## src/rtl/instruction_fetch.sv

```systemverilog
// instruction_fetch: reads an instruction one byte per cycle from a byte-wide synchronous
// memory, assembles it little-endian and hands it to the decoder over valid/ready.
module instruction_fetch #(
    parameter int I_ADDR_W     = 12,
    parameter int INST_W_BYTES = 2
) (
    input  logic                      clk,
    input  logic                      rst_n,
    input  logic [I_ADDR_W-1:0]       pc,
    input  logic                      flush,
    output logic                      imem_req,
    output logic [I_ADDR_W-1:0]       imem_addr,
    input  logic [7:0]                imem_rdata,
    output logic [8*INST_W_BYTES-1:0] instr,
    output logic [I_ADDR_W-1:0]       instr_pc,
    output logic                      instr_valid,
    input  logic                      instr_ready,
    output logic                      pc_advance
);
    localparam int CW = INST_W_BYTES > 1 ? $clog2(INST_W_BYTES) : 1;
    localparam logic [1:0] IDLE  = 2'd0;
    localparam logic [1:0] FETCH = 2'd1;
    localparam logic [1:0] LAST  = 2'd2;
    localparam logic [1:0] HOLD  = 2'd3;
    localparam logic [CW-1:0] LAST_CNT = CW'(INST_W_BYTES - 1);

    logic [1:0]                state_q, state_d;
    logic [CW-1:0]             req_cnt_q, req_cnt_d;
    logic [CW-1:0]             resp_idx_q, resp_idx_d;
    logic                      resp_vld_q, resp_vld_d;
    logic [I_ADDR_W-1:0]       base_q, base_d;
    logic [I_ADDR_W-1:0]       instr_pc_q, instr_pc_d;
    logic [8*INST_W_BYTES-1:0] instr_q, instr_d;

    assign imem_req    = state_q == FETCH;
    assign imem_addr   = !imem_req ? '0 : req_cnt_q == '0 ? pc : base_q + I_ADDR_W'(req_cnt_q);
    assign instr       = instr_q;
    assign instr_pc    = instr_pc_q;
    assign instr_valid = state_q == HOLD;
    assign pc_advance  = instr_valid & instr_ready & ~flush;

    always_comb begin
        state_d    = state_q;
        req_cnt_d  = req_cnt_q;
        base_d     = base_q;
        instr_pc_d = instr_pc_q;
        instr_d    = instr_q;
        // a response is tracked only for requests not cancelled by a redirect
        resp_vld_d = imem_req & ~flush;
        resp_idx_d = req_cnt_q;
        if (imem_req && req_cnt_q == '0)
            base_d = pc;
        if (resp_vld_q && !flush)
            for (int k = 0; k < INST_W_BYTES; k++)
                if (resp_idx_q == CW'(k))
                    instr_d[8*k +: 8] = imem_rdata;
        case (state_q)
            IDLE:    state_d = FETCH;
            FETCH:   if (req_cnt_q == LAST_CNT) state_d = LAST;
                     else req_cnt_d = req_cnt_q + 1'b1;
            LAST:    begin
                         state_d    = HOLD;
                         instr_pc_d = base_q;
                     end
            default: if (instr_ready) begin
                         state_d   = FETCH;
                         req_cnt_d = '0;
                     end
        endcase
        if (flush) begin
            state_d   = FETCH;
            req_cnt_d = '0;
        end
    end

    always_ff @(posedge clk or negedge rst_n) begin
        if (!rst_n) begin
            state_q    <= IDLE;
            req_cnt_q  <= '0;
            resp_idx_q <= '0;
            resp_vld_q <= 1'b0;
            base_q     <= '0;
            instr_pc_q <= '0;
            instr_q    <= '0;
        end else begin
            state_q    <= state_d;
            req_cnt_q  <= req_cnt_d;
            resp_idx_q <= resp_idx_d;
            resp_vld_q <= resp_vld_d;
            base_q     <= base_d;
            instr_pc_q <= instr_pc_d;
            instr_q    <= instr_d;
        end
    end
endmodule

```

## config.mk

```make
export PLATFORM = sky130hd
export DESIGN_NAME = instruction_fetch
export DESIGN_NICKNAME = d
export VERILOG_FILES = /design/src/rtl/instruction_fetch.sv
export SDC_FILE = /design/constraint.sdc
export NUM_CORES = 1
export LEC_CHECK = 0
export CAP_MARGIN = 5
export CORE_ASPECT_RATIO = 1.75
export CORE_MARGIN = 2
export CORE_UTILIZATION = 46
export DETAILED_ROUTE_END_ITERATION = 8
export GPL_TIMING_DRIVEN = 0
export PLACE_DENSITY = 0.79
export SLEW_MARGIN = 30
export SYNTH_ARGS = -nofsm -noshare
export SYNTH_HDL_FRONTEND = slang
export SYNTH_SLANG_ARGS = --single-unit
```

## constraint.sdc

```tcl
create_clock -name clk -period 2.8 [get_ports clk]
set_input_delay 0.56 -clock clk [delete_from_list [all_inputs] [get_ports clk]]
set_output_delay 0.56 -clock clk [all_outputs]
set_load 0.03 [all_outputs]
```

======== Word level (Yosys, flattened, before mapping) ========
Cells that the tools add are included.
word-level totals
  flip-flop bits (word level) ............. 45
  bits of input ports ..................... 24
  output and inout bits ................... 43
operators by class
  $add $sub $neg .......................... 2
  eq/ne operators ......................... 5
  muxes and demuxes ....................... 10
  bitwise operators ....................... 6
  reduce and logical (&&, ||, !) cells .... 11
operator list
  cell                                                                      number
  12-bit two-way mux                                                        2
  12-bit by 1-bit adder with 12-bit output                                  1
  2-bit AND reduction                                                       4
  2-bit two-way mux                                                         3
  2-bit one-hot mux with 3 select lines                                     1
  5-bit nonzero test                                                        1
  2-bit == test (second input constant)                                     2
  1-bit bitwise AND                                                         3
  1-bit two-way mux                                                         3
  3-bit by 2-bit inequality test with 1-bit output (second input constant)  1
  1-bit inverter                                                            3
  3-bit nonzero test                                                        1
  2-bit by 1-bit == test with 1-bit output (second input constant)          1
  1-bit logical AND                                                         2
  2-bit zero test                                                           1
  2-bit by 1-bit inequality test with 1-bit output (second input constant)  1
  1-bit one-hot mux with 2 select lines                                     1
  2-bit OR reduction                                                        1
  1-bit adder (second input constant)                                       1
  1-bit zero test                                                           1

======== Longest topological paths before layout ========
  depth in word-level cells ............... 4
  mapped depth ............................ 7

======== Worst setup path before layout ========
OpenSTA, ideal clock, no wires.
  path type ............................... reg-to-output
  from .................................... register req_cnt_q
  to ...................................... output imem_addr[10]
  data arrival time ....................... 2329 ps
  slack ................................... -89 ps
  stages on the path, launching flop included .. 8
  path buffers ............................ 2
  path through ............................ dfrtp_1 > buf_2 > clkbuf_1 > and2_1 > ha_1 > nand3_1 > or4_1 > a31oi_1
on the way
  word-level cells in the longest chain between the ends .. 3
ends and longest elaborated chain
  item                                      line  text
  from (decl)                               28    logic [CW-1:0] req_cnt_q, req_cnt_d;
  from (signal assigned)                    87    req_cnt_q <= req_cnt_d;
  12-bit by 1-bit adder with 12-bit output  36    assign imem_addr = !imem_req ? '0 : req_cnt_q == '0 ? pc : base_q + I_ADDR_W'(req_cnt_q);
  12-bit two-way mux * (2 in a row)         36
  to (decl)                                 12    output logic [I_ADDR_W-1:0] imem_addr,
Mark *: on every way between the ends. The rest lies on a longest branch, timed or not.

======== Final worst setup path ========
Same ends and word-level chain as after synthesis.

==> key figures <==
Routing
  • Number of detailed-routing iterations run before antenna repair: 4
  • Vias per std cell: 5.50
  • Number of routed nets with antenna violations: 0
  • Routed length per instance: approximately 16 um
  • Drc violations: 0
  • Vias post-DR: 1644
  • Total Routed Length: 4790 um
  • First DRT Iteration DRCs: 34

Layout
  • Most used cells in the layout excluding fill and tap cells: sky130_fd_sc_hd__clkdlybuf4s50_1 (52), sky130_fd_sc_hd__dfrtp_1 (44), sky130_fd_sc_hd__mux2_2 (40)
  • Antenna Diode Count: 0
  • Area growth, synth to finish: 42.1%
  • Most common cell after layout, fill and taps aside: sky130_fd_sc_hd__clkdlybuf4s50_1
  • Fraction of final layout cells with drive strength greater than 1: 0.298
  • Final layout net count: 277
  • Layout Utilization: 0.687
  • Non-filler cells, final: 299

Placement
  • Cell count after placement: 287
  • Routability cong.: approximately 0.73
  • Worst-case setup slack after placement: -734 ps
  • Detail Placement HPWL: 3450 um
  • Input/output buffers: 65

Global route
  • Pin count of the biggest net entering global routing: 46
  • First-pass GRT wire length: roughly 7900 um
  • Global-route usage over all layers: 0.194
  • Vias in the first global route: 1605
  • GRT Residual Overflow: 0
  • Antenna violations before repair: 0

Worst setup path
  • Data arrival time of the worst path: 2180 ps
  • CP endpoint kind: primary output
  • Required time worst endpoint: 2240 ps
  • Type of origin of the critical path: flip-flop
  • CP Max Fanout: 5
  • Category of the most critical setup path: flip-flop to primary output

Clocking
  • CTS H-tree depth: 2
  • Clock Tree Root: sky130_fd_sc_hd__clkbuf_8
  • Clock tree from TritonCTS: done
  • Clock Pin Slew Worst Setup and Hold Paths: 80 ps
  • Number of buffers inserted during clock tree synthesis: 5
  • Max Buffers Root-to-Sink: 2
  • CTS Sinks: 45
  • Clock network latency to the later pin of the worst-skew pair: about 300 ps

Yosys
  • Synth async-reset ratio: 1.00
  • Synth warn: 0
  • Mean Syn Cell Area: 12.6 um^2
  • Synthesized netlist cell count: 171
  • Ys flop type: sky130_fd_sc_hd__dfrtp_1
  • Post-synthesis sequential element count: 45
  • Share of synthesized area occupied by flip-flops and latches: 0.524
  • Number of enable-type register cells in the synthesized netlist: 0
  • Synthesized net count: roughly 200
  • Synthesized area: 0.00215 mm^2
  • Number of library cell types mapped by synthesis: 32

Floorplan
  • Core Region: 0.00444 mm^2
  • Standard-cell rows: 32
  • I/O pin count: 67
  • Height of the die: 94.4 um
  • Horizontal extent of the die: 55.7 um
  • Die ar.: 0.00526 mm^2
  • Initial core utilization: 0.484

STA
  • Number of hold violations in the final report: 0
  • Maximum clock frequency: ~0.36 GHz
  • Worst-Margin Slew: 663 ps
  • Post-route setup TNS: 0 ps
  • Post-layout worst setup margin: 59.3 ps
  • Min Tclk post-route: 2740 ps
  • Final setup skew: 4.93 ps
  • Final hold slack: approximately 240 ps
  • Relative max-transition margin: 0.556
  • Unrepaired setup endpoints after global routing: yes
  • Final Cycle Share: 0.979
  • Final Slew Violations: 0
  • Final count of negative-setup-slack endpoints: 0

Worst hold path
  • Type of the most critical hold path: input pin to async pin

Outcome
  • Outcome: completed

Run
  • Max-cap check violation count: 0

Power
  • Total power density per cell area: 1320 mW/mm^2
  • Leak Pwr: between 1 and 1.5 nW
  • Worst ir drop on vdd: a little over 0.8 mV
## synth_stat cells, types with 2 or more instances
library cell               count  share of area
sky130_fd_sc_hd__a21oi_1       4         0.0093
sky130_fd_sc_hd__a31oi_1       7          0.020
sky130_fd_sc_hd__and2_1        2         0.0058
sky130_fd_sc_hd__buf_2         2         0.0047
sky130_fd_sc_hd__clkbuf_1      4         0.0070
sky130_fd_sc_hd__dfrtp_1      45           0.52
sky130_fd_sc_hd__ha_1          6          0.035
sky130_fd_sc_hd__inv_1         4         0.0070
sky130_fd_sc_hd__mux2_2       40           0.21
sky130_fd_sc_hd__mux2i_1       3          0.014
sky130_fd_sc_hd__nand2_1       4         0.0070
sky130_fd_sc_hd__nand3_1       6          0.014
sky130_fd_sc_hd__nand4_1       3         0.0087
sky130_fd_sc_hd__nor2_1        2         0.0035
sky130_fd_sc_hd__nor2b_1       3         0.0087
sky130_fd_sc_hd__o21ai_0      13          0.030
sky130_fd_sc_hd__o31ai_1       3          0.010
sky130_fd_sc_hd__or3_2         3          0.010
sky130_fd_sc_hd__or4_1         3          0.010
sky130_fd_sc_hd__xor2_1        2         0.0082
## state kept, by name, indices dropped and copies added (netlist names)
| signal | cells |
|---|---|
| resp_vld_q | 1 |
| resp_idx_q | 1 |
| instr_pc | 12 |
| base_q | 12 |
| state_q | 2 |
| instr | 16 |
| req_cnt_q | 1 |
## layer usage
metal / share of wire / track usage / vias to the layer above
li1: - / - / 776
met1: 0.38 / 0.227 / 797
met2: 0.54 / 0.346 / 63
met3: 0.059 / 0.0370 / 8
met4: 0.016 / 0.0772 / 0
met5: 0 / 0 / -
## worst paths after layout
path | startpoint | depth (start not counted) | end | slack, ps
worst max-delay path | req_cnt_q | 8 | imem_addr[10] | 60
worst min-delay path | rst_n | 1 | state_q[0] | 240
worst max register to register | state_q[1] | 5 | base_q[5] | 660
worst min register to register | req_cnt_q | 0 | resp_idx_q | 420
max in group asynchronous | rst_n | 1 | base_q[2] | 2140
min in group clk | req_cnt_q | 0 | resp_idx_q | 420
## kinds of logic (layout without fill, tap and decap cells)
group,after synthesis,count (layout),share of synthesized area
multiplexers,43,43,0.224
buffers and inverters,11,88,0.0204
XOR/XNOR,3,3,0.0122
flip-flops,45,45,0.524
AO/OA/AOI/OAI,30,30,0.0844
AND/OR/NAND/NOR,33,33,0.101
adder cells (fa/ha/maj),6,6,0.0349
## worst max-delay path: stages (launching register included)
cell and delay, ps:
sky130_fd_sc_hd__dfrtp_1 380, sky130_fd_sc_hd__buf_6 130, sky130_fd_sc_hd__clkbuf_16 120, sky130_fd_sc_hd__and2_4 130, sky130_fd_sc_hd__ha_4 160, sky130_fd_sc_hd__nand3_2 90
sky130_fd_sc_hd__or4_4 530, sky130_fd_sc_hd__a31oi_4 190, sky130_fd_sc_hd__buf_6 150
## power breakdown
group          internal, mW  total, mW  switching (mW)
clock network         0.177      0.376           0.199
registers             0.976       1.26           0.284
logic                  1.11       2.40            1.29
total                  2.26       4.03            1.77
## layout make-up
| cell class | instances | area [um^2] |
|---|---|---|
| fill | 342 | 1390 |
| sequential | 45 | 1130 |
| multi-input combinational | 115 | 1040 |
| timing repair buffer | 69 | 668 |
| clock buffer | 8 | 80.1 |
| tap | 51 | 63.8 |
| buffer | 7 | 57.6 |
| inverter | 4 | 15.0 |
## timing repair
item / in CTS / in global routing
endpoints found under the setup margin: 12 / 6
hold buffers: 0 / 0
pin swaps: 2 / 2
hold endpoints to repair: 0 / 0
resized for setup: 44 / 9
buffers inserted: 0 / 4
## metrics by stage
stage	power (mW)	cell area, um^2
2_1_floorplan	2.66	2160
3_3_place_gp	3.54	2870
3_5_place_dp	3.58	2870
4_1_cts	4.01	3000
5_1_grt	4.28	3050
6_report	4.03	3050
Note: power is estimated with default switching activity, not from simulation.
